===== config.mk =====
export PLATFORM = sky130hd
export DESIGN_NAME = dmem_port_arbiter
export DESIGN_NICKNAME = d
export VERILOG_FILES = /design/src/rtl/dmem_port_arbiter.sv
export SDC_FILE = /design/constraint.sdc
export NUM_CORES = 1
export LEC_CHECK = 0
export CORE_MARGIN = 2
export CORE_UTILIZATION = 41
export CTS_CLUSTER_SIZE = 20
export DETAILED_ROUTE_END_ITERATION = 16
export PLACE_DENSITY = 0.81
export SLEW_MARGIN = 5
export SYNTH_ARGS = -nofsm -noshare
export SYNTH_HDL_FRONTEND = slang
export SYNTH_SLANG_ARGS = --single-unit
export TNS_END_PERCENT = 30

===== constraint.sdc =====
create_clock -name clock -period 6.7 [get_ports clock]
set_clock_uncertainty 0.15 [all_clocks]
set_input_delay 2.01 -clock clock [delete_from_list [all_inputs] [get_ports clock]]
set_output_delay 2.01 -clock clock [all_outputs]
set_load 0.01 [all_outputs]

===== src/rtl/dmem_port_arbiter.sv =====
// Two-requester arbiter for data-memory port 1: CPU load/store (A) and loader/debug (B).
// Define DMEM_ARB_FIXED_PRIORITY_EN to make A win every tie instead of round-robin.
module dmem_port_arbiter #(
  parameter int DATA_WIDTH   = 32,
  parameter int READ_LATENCY = 1   // 1..4
) (
  input  logic                  clock,
  input  logic                  reset,
  input  logic                  a_req,
  input  logic                  a_we,
  input  logic [DATA_WIDTH-1:0] a_addr,
  input  logic [DATA_WIDTH-1:0] a_wdata,
  output logic                  a_ack,
  output logic [DATA_WIDTH-1:0] a_rdata,
  input  logic                  b_req,
  input  logic                  b_we,
  input  logic [DATA_WIDTH-1:0] b_addr,
  input  logic [DATA_WIDTH-1:0] b_wdata,
  output logic                  b_ack,
  output logic [DATA_WIDTH-1:0] b_rdata,
  output logic                  mem_memWrite,
  output logic [DATA_WIDTH-1:0] mem_address,
  output logic [DATA_WIDTH-1:0] mem_writeData,
  input  logic [DATA_WIDTH-1:0] mem_readData
);

  typedef enum logic [1:0] {IDLE, ACCESS, RESP} state_t;

  localparam logic [2:0] LAT = 3'(READ_LATENCY);

  state_t     state, state_nxt;
  logic       last_grant;  // 0 = A, 1 = B; also names the owner of the in-flight access
  logic       we_q;
  logic [2:0] cnt;
  logic       sel_b;
  logic       start;

  always_comb begin
    sel_b = 1'b0;
`ifdef DMEM_ARB_FIXED_PRIORITY_EN
    sel_b = b_req & ~a_req;
`else
    if (a_req && b_req) sel_b = ~last_grant;
    else                sel_b = b_req;
`endif
  end

  assign start = (state == IDLE) && (a_req || b_req);

  always_comb begin
    state_nxt = state;
    case (state)
      IDLE:    if (start) state_nxt = ACCESS;
      ACCESS:  if (we_q || cnt == LAT) state_nxt = RESP;
      RESP:    state_nxt = IDLE;
      default: state_nxt = IDLE;
    endcase
  end

  always_ff @(posedge clock or posedge reset) begin
    if (reset) state <= IDLE;
    else       state <= state_nxt;
  end

  // Memory-side outputs are registered; the write strobe lives only in the first ACCESS cycle.
  always_ff @(posedge clock or posedge reset) begin
    if (reset) begin
      last_grant    <= 1'b1;
      we_q          <= 1'b0;
      cnt           <= '0;
      mem_memWrite  <= 1'b0;
      mem_address   <= '0;
      mem_writeData <= '0;
      a_rdata       <= '0;
      b_rdata       <= '0;
    end else begin
      mem_memWrite <= 1'b0;
      if (start) begin
        last_grant    <= sel_b;
        we_q          <= sel_b ? b_we    : a_we;
        mem_memWrite  <= sel_b ? b_we    : a_we;
        mem_address   <= sel_b ? b_addr  : a_addr;
        mem_writeData <= sel_b ? b_wdata : a_wdata;
        cnt           <= '0;
      end
      if (state == ACCESS && !we_q) begin
        if (cnt == LAT) begin
          if (last_grant) b_rdata <= mem_readData;
          else            a_rdata <= mem_readData;
        end else begin
          cnt <= cnt + 3'd1;
        end
      end
    end
  end

  assign a_ack = (state == RESP) && !last_grant;
  assign b_ack = (state == RESP) &&  last_grant;

endmodule


==> After elaboration in Yosys (flattened, before gate mapping) <==
Cells that the tools add are included.
{ "classes": {"n_addsub": 1, "eq_ne": 5, "n_mux": 11, "bitwise_logic": 1, "reduce_logical": 13} }
{ "ops": {"columns": ["cell", "count"], "rows": [
  ["32-bit two-way mux", 2],
  ["3-bit two-way mux", 3],
  ["3-bit AND reduction", 2],
  ["1-bit logical AND", 5],
  ["2-bit two-way mux", 2],
  ["2-bit != test (second input constant)", 2],
  ["2-bit one-hot mux with 2 select lines", 1],
  ["3-bit by 1-bit adder with 3-bit output (second input constant)", 1],
  ["3-bit by 1-bit equality test with 1-bit output (second input constant)", 1],
  ["1-bit two-way mux", 3],
  ["2-bit by 1-bit equality test with 1-bit output (second input constant)", 1],
  ["2-bit equality test (second input constant)", 1],
  ["1-bit zero test", 2],
  ["2-bit zero test", 1],
  ["1-bit logical OR", 2],
  ["2-bit AND reduction", 1],
  ["1-bit inverter", 1]
]} }
{ "word_totals": {"reg_bits": 136, "inputBits": 166, "out_inout_bits": 131, "elab_cells": 40} }

==> Longest topological paths before layout <==
Gate-level depths: netlist (run 1).
{ "logic_depth": {"word_depth": 5, "mapped_depth": 7} }

==> Worst setup path after synthesis (run 1) <==
No wires, ideal clock.
{ "synth_path": {"path_type": "input-to-reg", "startpoint": "input b_req", "endpoint": "register mem_address[10]", "setup_ns": 0.082, "arrival_time_ns": 2.916, "required_ns": 6.468, "path_slack_ns": 3.552, "stages": 6, "n_path_buf": 3, "path_cell_list": "or2_0 > clkbuf_1 > and2_1 > buf_2 > buf_2 > a31oi_1"} }
{ "synth_between": {"elab_chain_cells": 3} }
{ "synth_rtl": {"columns": ["item", "line", "rtl"], "rows": [
  ["start, declared", "15", "input logic b_req,"],
  ["1-bit logical AND", "43", "if (a_req && b_req) sel_b = ~last_grant;"],
  ["1-bit two-way mux", "43", null],
  ["32-bit two-way mux", "82", "mem_address <= sel_b ? b_addr : a_addr;"],
  ["end signal, assigned", "82", null],
  ["end, declared", "22", "output logic [DATA_WIDTH-1:0] mem_address,"]
]} }
Several ways; a longest one is shown, not always the timed one.
A chain may end at the register's enable or synchronous reset.

==> Worst setup path after layout (run 1) <==
{ "layout_path": {"startpoint": "register last_grant", "endpoint": "output b_ack"} }
{ "layout_between": {"elab_chain_cells": 1} }
{ "layout_rtl": {"columns": ["item", "line", "rtl"], "rows": [
  ["start, declared", "32", "logic last_grant;"],
  ["start signal, assigned", "79", "last_grant <= sel_b;"],
  ["1-bit logical AND", "98", "assign b_ack = (state == RESP) && last_grant;"],
  ["end, declared", "19", "output logic b_ack,"]
]} }
No other way between the ends.

==> results of run 1 <==
power breakdown:
part / internal (W) / switching, W
registers: 0.00122 / 0.000240
clock network: 0.000567 / 0.000379
logic: 0.00112 / 0.000803
final timing paths:
check                                  from           endpoint  slack [ns]  depth (start not counted)
worst max-delay path             last_grant              b_ack        2.77                          2
worst max register to register     state[0]  mem_writeData[27]        4.12                          5
min in group asynchronous             reset     mem_address[2]        2.03                          2
worst min-delay path            a_rdata[29]        a_rdata[29]        0.36                          1
max in group asynchronous             reset     mem_address[4]        3.34                          3
worst min register to register  a_rdata[29]        a_rdata[29]        0.36                          1
cell usage in the layout (no fill, tap or decap), types with 2 or more instances in the layout:
cell type          n
a31o_2             2
a21oi_1           68
buf_4              7
dfrtp_1          135
ha_1               2
a31oi_1           65
clkdlybuf4s50_1  296
clkinvlp_4         4
inv_1              2
clkbuf_16         17
inv_6              6
bufinv_16          2
mux2_4            60
nor2b_1            2
nand2_1          130
clkinv_4           2
mux2_2             5
kinds of logic (layout without fill, tap and decap cells):
group	count (synthesis)	count (layout)	synth area share, %
AOI/OAI and AO/OA	137	137	12.92
adders and majority gates	2	2	0.4134
buffers and inverters	46	338	4.445
muxes	66	66	15.98
and+or+nand+nor	146	146	9.986
DFF	136	136	56.25
metrics by stage:
step           total power (W)  hold WS (ns)  worst slack, ns  util, %
6_report              0.004329        0.3558            2.766    66.77
5_1_grt               0.004572        0.3749            2.670    66.77
4_1_cts               0.004375        0.3574            2.746    66.77
3_5_place_dp          0.003397        0.3416            2.536    62.62
3_3_place_gp          0.003345        0.3382            2.562    62.62
2_1_floorplan         0.002346        0.3599           0.9022        -
per-layer routing:
| metal | vias up | global-route usage (%) | part of all wire, % | wire (um) |
|---|---|---|---|---|
| met1 | 2507 | 27.37 | 38 | 6805 |
| met5 | - | 0 | 0 | 0 |
| met2 | 248 | 38.63 | 50 | 8958 |
| met3 | 37 | 8.130 | 8.9 | 1579 |
| li1 | 2426 | - | - | - |
| met4 | 0 | 8.627 | 2.6 | 470 |
worst max-delay path, cell delays in order (launching register included):
cell and delay [ns]:
dfstp_2 0.62, and3b_1 0.17, clkdlybuf4s50_1 0.57
registers in the layout (all words and copies together) (netlist names):
register,flops
mem_address,32
mem_memWrite,1
mem_writeData,32
last_grant,1
a_rdata,32
state,2
we_q,1
cnt,3
b_rdata,32
final cells by class:
type / instances / area (sq um)
multi-input cells: 351 / 2400
fillers: 1104 / 4811
inverters: 3 / 16.27
flip-flops and latches: 136 / 3405
well taps: 184 / 230.2
repair buffers: 303 / 3015
clock inverters: 14 / 162.7
clock buffers: 18 / 439.2
==> results.cfg, run 1 <==
[run_status]
outcome = complete, no violations

[cts]
clk_path_buf_depth = 2
clk_transition_reported_paths_ns = 0.06
insertion_delay_ns = 0.41
clockRootBuffer = clkbuf_16
cts_resized = 0
cts.sinks = 136
cts_buffers = 17
hold_buffers = 0
h-tree-depth = 4
cts_tree = yes
postCtsSetupRepairBufs = 0

[synth]
synth_common_cells = dfrtp_1, nand2_1, a21oi_1, a31oi_1, mux2_4
synth_area_leaders = dfrtp_1, mux2_4, nand2_1
async_reset_ff_share_pct = 100.0
ys_warn_count = 0
syn_area_sq_um = 6052
yosysTopAreaCellShare_pct = 55.82
ys_ff_latch = 136
netlist_instances = 533
dominantRegCellSynth = dfrtp_1
syn_nets = 701
synth_area_leader_cell = dfrtp_1
synth_cell_types = 32
synth.avg_cell_area_sq_um = 11.35
synth.most_common_cell = dfrtp_1
synth-edff-count = 0
ys_seq_area_share_pct = 56.25

[sta]
worst_pin_slew_ns = 1.071
maxSlewHeadroom_pct = 28.57
max_clock_freq_mhz = 254.2
hold_viol_final = 0
grt_setup_unrepaired = no
finalSetupViolations = 0
fin_setup_tns_ns = 0
finalMaxSlewViolations = 0
finalCritPeriodShare_pct = 58.72
post-route-min-period_ns = 3.934

[final_layout]
drive_gt1_share_pct = 14.06
finish.instance_area_sq_um = 9668
num-nets-final = 980
fin_cells = 1009
diodes = 0
area_growth_pct = 59.75

[pwr]
powerDensity_nw_per_um2 = 447.7
ir_drop_v = 0.0002713
leakage_nw = 4.164

[die]
core-area_sq_um = 14480
initial_core_util_pct = 41.80
io-pin-count = 297
dieWidth_um = 125.5
rows = 44
die_h_um = 125.5
dieArea_sq_um = 15750

[place]
hpwlAfterDp_um = 12120
globalplace.congestion = 0.7908
postPlaceCellArea_sq_um = 9066
dp.cells = 977
port_buffers = 296

[grt]
track_usage_pct = 23.06
grt_first_pass_wirelength_um = 28790
grt_max_degree = 104
first_global_vias = 5395
overflow = 0
grt_antenna_before_repair = 0

[detailed_routing]
wire_per_inst_um = 17.65
drtAntennaViolNets = 0
drt_iter0_drc = 272
dr.pass1.iters = 4
via_per_inst = 5.171
wl_um = 17810
post-route-drc-count = 0
vias = 5218

[setup_path]
end_kind = output pin
required_ns = 4.54
crit_type = reg2out
cp.arrival_ns = 1.77
worst_setup_path_start_kind = flip-flop
path_max_fanout = 8

[run]
cap_viol_max_count = 0

[worst_hold_path]
min_path_type = reg2reg
No activity file was read; power rests on OpenSTA's default activity.
==> run 2, diff against run 1 <==
clock period = 3.8 ns   (was 6.7 ns; I/O delays follow)
==> results.cfg, run 2 (synthesis gave the netlist of run 1 again) <==
[cts]
h-tree-depth = 4
hold_buffers = 0
clockRootBuffer = clkbuf_16
clk_transition_reported_paths_ns = 0.06
cts.sinks = 136
cts_buffers = 17
clk_path_buf_depth = 2
cts_resized = 0
cts_tree = yes
postCtsSetupRepairBufs = 0
insertion_delay_ns = 0.41

[worst_hold_path]
min_path_type = reg2reg
worstHoldPathCells = 1

[sta]
setup_slack_ns = 0.7543
max_clock_freq_mhz = 328.3
hold_viol_final = 0
post-route-min-period_ns = 3.046
finalSetupViolations = 0
grt_setup_unrepaired = no
finalCritPeriodShare_pct = 80.15
fin_setup_tns_ns = 0
worst_pin_slew_ns = 0.7359
finalMaxSlewViolations = 0
maxSlewHeadroom_pct = 50.82

[place]
globalplace.congestion = 0.8462
port_buffers = 296
dp_slack_ns = 0.5513
hpwlAfterDp_um = 12680

[run]
cap_viol_max_count = 0

[detailed_routing]
drtAntennaViolNets = 0
vias = 5189
wire_per_inst_um = 17.51
drt_iter0_drc = 259
wl_um = 17760
via_per_inst = 5.117
dr.pass1.iters = 5
post-route-drc-count = 0

[setup_path]
path_max_fanout = 8
worst_setup_path_start_kind = flip-flop
required_ns = 2.51
crit_type = reg2out
cp.arrival_ns = 1.76
end_kind = output pin
worstRegToRegCells = 6

[grt]
grt_antenna_before_repair = 0
overflow = 0
first_global_vias = 5338
track_usage_pct = 22.93
grt_first_pass_wirelength_um = 28520
grt_max_degree = 74

[final_layout]
layout_common_cells = clkdlybuf4s50_1, dfrtp_1, nand2_1
n_fill_cell = 1105
diodes = 0
final_common_cell = clkdlybuf4s50_1
drive_gt1_share_pct = 14.46
area_growth_pct = 60.64
num-nets-final = 985

[die]
die_h_um = 125.5
dieWidth_um = 125.5
core-area_sq_um = 14480
rows = 44
dieArea_sq_um = 15750
io-pin-count = 297
initial_core_util_pct = 41.80

[pwr]
powerDensity_nw_per_um2 = 777.6
leakage_nw = 4.192
total_power_w = 0.007560
ir_drop_v = 0.0003682

[run_status]
outcome = complete, no violations
run 2: per-stage QoR:
stage | cells | util [%] | instance area (sq um) | hold WS, ns
final | 1014 | 67.14 | 9722 | 0.3538
after global routing | 1014 | 67.14 | 9722 | 0.3708
after CTS | 1014 | 67.14 | 9722 | 0.3586
after detailed placement | 982 | 63.21 | 9153 | 0.3412
after global placement | 982 | 63.21 | 9153 | 0.3386
after floorplan | 533 | - | 6056 | 0.3599
run 2: critical path, stage by stage, from the launching register on:
cell	delay, ns
dfstp_2	0.62
and3b_1	0.17
clkdlybuf4s50_1	0.56
run 2: routing by layer:
metal / GRT usage [%] / part of all wire (%) / vias up
met4: 7.451 / 2.1 / 0
met1: 26.97 / 39 / 2486
met3: 8.900 / 9.0 / 31
met2: 38.63 / 50 / 237
met5: 0 / 0 / -
li1: - / - / 2435
run 2: final cells by class:
class / instances / area [sq um] / area share, %
flip-flops and latches: 136 / 3405 / 35.02
inverters: 3 / 15.01 / 0.1544
clock inverters: 14 / 140.1 / 1.441
clock buffers: 18 / 429.2 / 4.414
repair buffers: 308 / 3103 / 31.92
multi-input cells: 351 / 2400 / 24.68
well taps: 184 / 230.2 / 2.368
run 2: final timing paths:
check	start	end	slack, ns
worst max-delay path	last_grant	b_ack	0.75
worst min-delay path	b_rdata[31]	b_rdata[31]	0.35
worst max register to register	cnt[1]	b_rdata[16]	1.26
worst min register to register	b_rdata[31]	b_rdata[31]	0.35
max in group asynchronous	reset	last_grant	1.98
min in group asynchronous	reset	b_rdata[6]	0.86
run 2: power by group:
| part | switching (W) | internal (W) |
|---|---|---|
| combinational | 0.00143 | 0.00200 |
| sequential | 0.000412 | 0.00214 |
| clock | 0.000663 | 0.000916 |
| total | 0.00250 | 0.00506 |
==> run 3, diff against run 2 <==
clock period = 2.85 ns   (was 3.8 ns; I/O delays follow)
==> results.cfg, run 3 (synthesis gave the netlist of run 1 again) <==
[grt]
overflow = 0
grt_max_degree = 72
first_global_vias = 5351
track_usage_pct = 23.19
grt_antenna_before_repair = 0
grt_first_pass_wirelength_um = 28940

[final_layout]
regArea_sq_um = 3405
num-nets-final = 986
multi_input_area_sq_um = 2405
n_fill_cell = 1071
drive_gt1_share_pct = 14.68
layout_common_cells = clkdlybuf4s50_1, dfrtp_1, nand2_1
final_common_cell = clkdlybuf4s50_1
diodes = 0
area_growth_pct = 62.17

[detailed_routing]
drt_iter0_drc = 248
dr.pass1.iters = 4
post-route-drc-count = 0
via_per_inst = 5.135
vias = 5212
wl_um = 17830
drtAntennaViolNets = 0
wire_per_inst_um = 17.57

[cts]
hold_buffers = 0
cts_resized = 0
clockRootBuffer = clkbuf_16
insertion_delay_ns = 0.41
cts_buffers = 17
h-tree-depth = 4
clk_path_buf_depth = 2
cts_tree = yes
postCtsSetupRepairBufs = 0
cts.sinks = 136
clk_transition_reported_paths_ns = 0.06

[sta]
post-route-min-period_ns = 2.684
whs_ns = 0.3563
fin_setup_tns_ns = 0
finalCritPeriodShare_pct = 94.16
hold_viol_final = 0
worst_pin_slew_ns = 0.6063
finalMaxSlewViolations = 0
max_clock_freq_mhz = 372.6
finalSetupViolations = 0
maxSlewHeadroom_pct = 59.58
grt_setup_unrepaired = no

[setup_path]
end_kind = output pin
required_ns = 1.85
slowest_delay_ns = 0.58
crit_chain = nor3b_2 -> clkdlybuf4s50_1
crit_type = reg2out
cp.arrival_ns = 1.68
path_max_fanout = 7
cp_slowest_cell = clkdlybuf4s50_1
worst_setup_path_start_kind = flip-flop

[pwr]
ir_drop_v = 0.0005105
powerDensity_nw_per_um2 = 1051
leakage_nw = 4.245

[die]
dieWidth_um = 125.5
rows = 44
dieArea_sq_um = 15750
die_h_um = 125.5
io-pin-count = 297
initial_core_util_pct = 41.80
core-area_sq_um = 14480

[place]
port_buffers = 296
globalplace.congestion = 0.7786
hpwlAfterDp_um = 12370

[worst_hold_path]
min_path_type = reg2reg

[run]
cap_viol_max_count = 0

[run_status]
outcome = complete, no violations
## run 3: cell count changes in the layout (fill, tap and decap cells not counted), sizes merged
cell           change
buf                +1
bufinv             +2
clkbuf             +1
clkdlybuf4s50      -1
clkinv             -1
dlymetal6s2s       +1
inv                -2
## run 3: final timing paths
| kind | end | from | depth (start not counted) | slack, ns |
|---|---|---|---|---|
| max | a_ack | state[0] | 2 | 0.17 |
| min | a_rdata[22] | a_rdata[22] | 1 | 0.36 |
| max reg2reg | a_rdata[30] | cnt[0] | 5 | 0.78 |
| min reg2reg | a_rdata[22] | a_rdata[22] | 1 | 0.36 |
| max in group asynchronous | mem_writeData[6] | reset | 3 | 1.33 |
| min in group asynchronous | a_rdata[0] | reset | 2 | 0.58 |
## run 3: critical path: cells and delay by family (launching register included)
kind	cells	cell delay, ns
buffers and inverters	1	0.58
DFF	1	0.48
and+or+nand+nor	1	0.21
## run 3: metal layers
| layer | part of all wire [%] | GRT usage, % | up-vias | wire length (um) |
|---|---|---|---|---|
| li1 | - | - | 2441 | - |
| met2 | 48 | 36.82 | 245 | 8569 |
| met4 | 3.2 | 9.869 | 0 | 566 |
| met1 | 41 | 29.68 | 2483 | 7286 |
| met3 | 7.9 | 6.846 | 43 | 1412 |
| met5 | 0 | 0 | - | 0 |
## run 3: stage by stage
step / cells / setup slack [ns] / power (W) / cell area [sq um] / utilization, %
2_1_floorplan: 533 / 0.1527 / 0.005515 / 6056 / -
3_3_place_gp: 983 / 0.3136 / 0.007971 / 9198 / 63.52
3_5_place_dp: 983 / 0.2669 / 0.008090 / 9198 / 63.52
4_1_cts: 1015 / 0.05833 / 0.01041 / 9807 / 67.73
5_1_grt: 1015 / 0.09263 / 0.01089 / 9814 / 67.78
6_report: 1015 / 0.1663 / 0.01032 / 9814 / 67.78
## run 3: power breakdown
part           switching, W  total (W)  internal, W
Clock              0.000866    0.00227      0.00141
Sequential         0.000553    0.00341      0.00286
Combinational       0.00191    0.00463      0.00272
## run 3: final cells by class
class,count,area share (%)
Sequential cell,136,34.69
Timing Repair Buffer,309,32.10
Multi-Input combinational cell,351,24.50
Clock buffer,19,4.513
Tap cell,184,2.346
Clock inverter,13,1.696
Inverter,3,0.1530
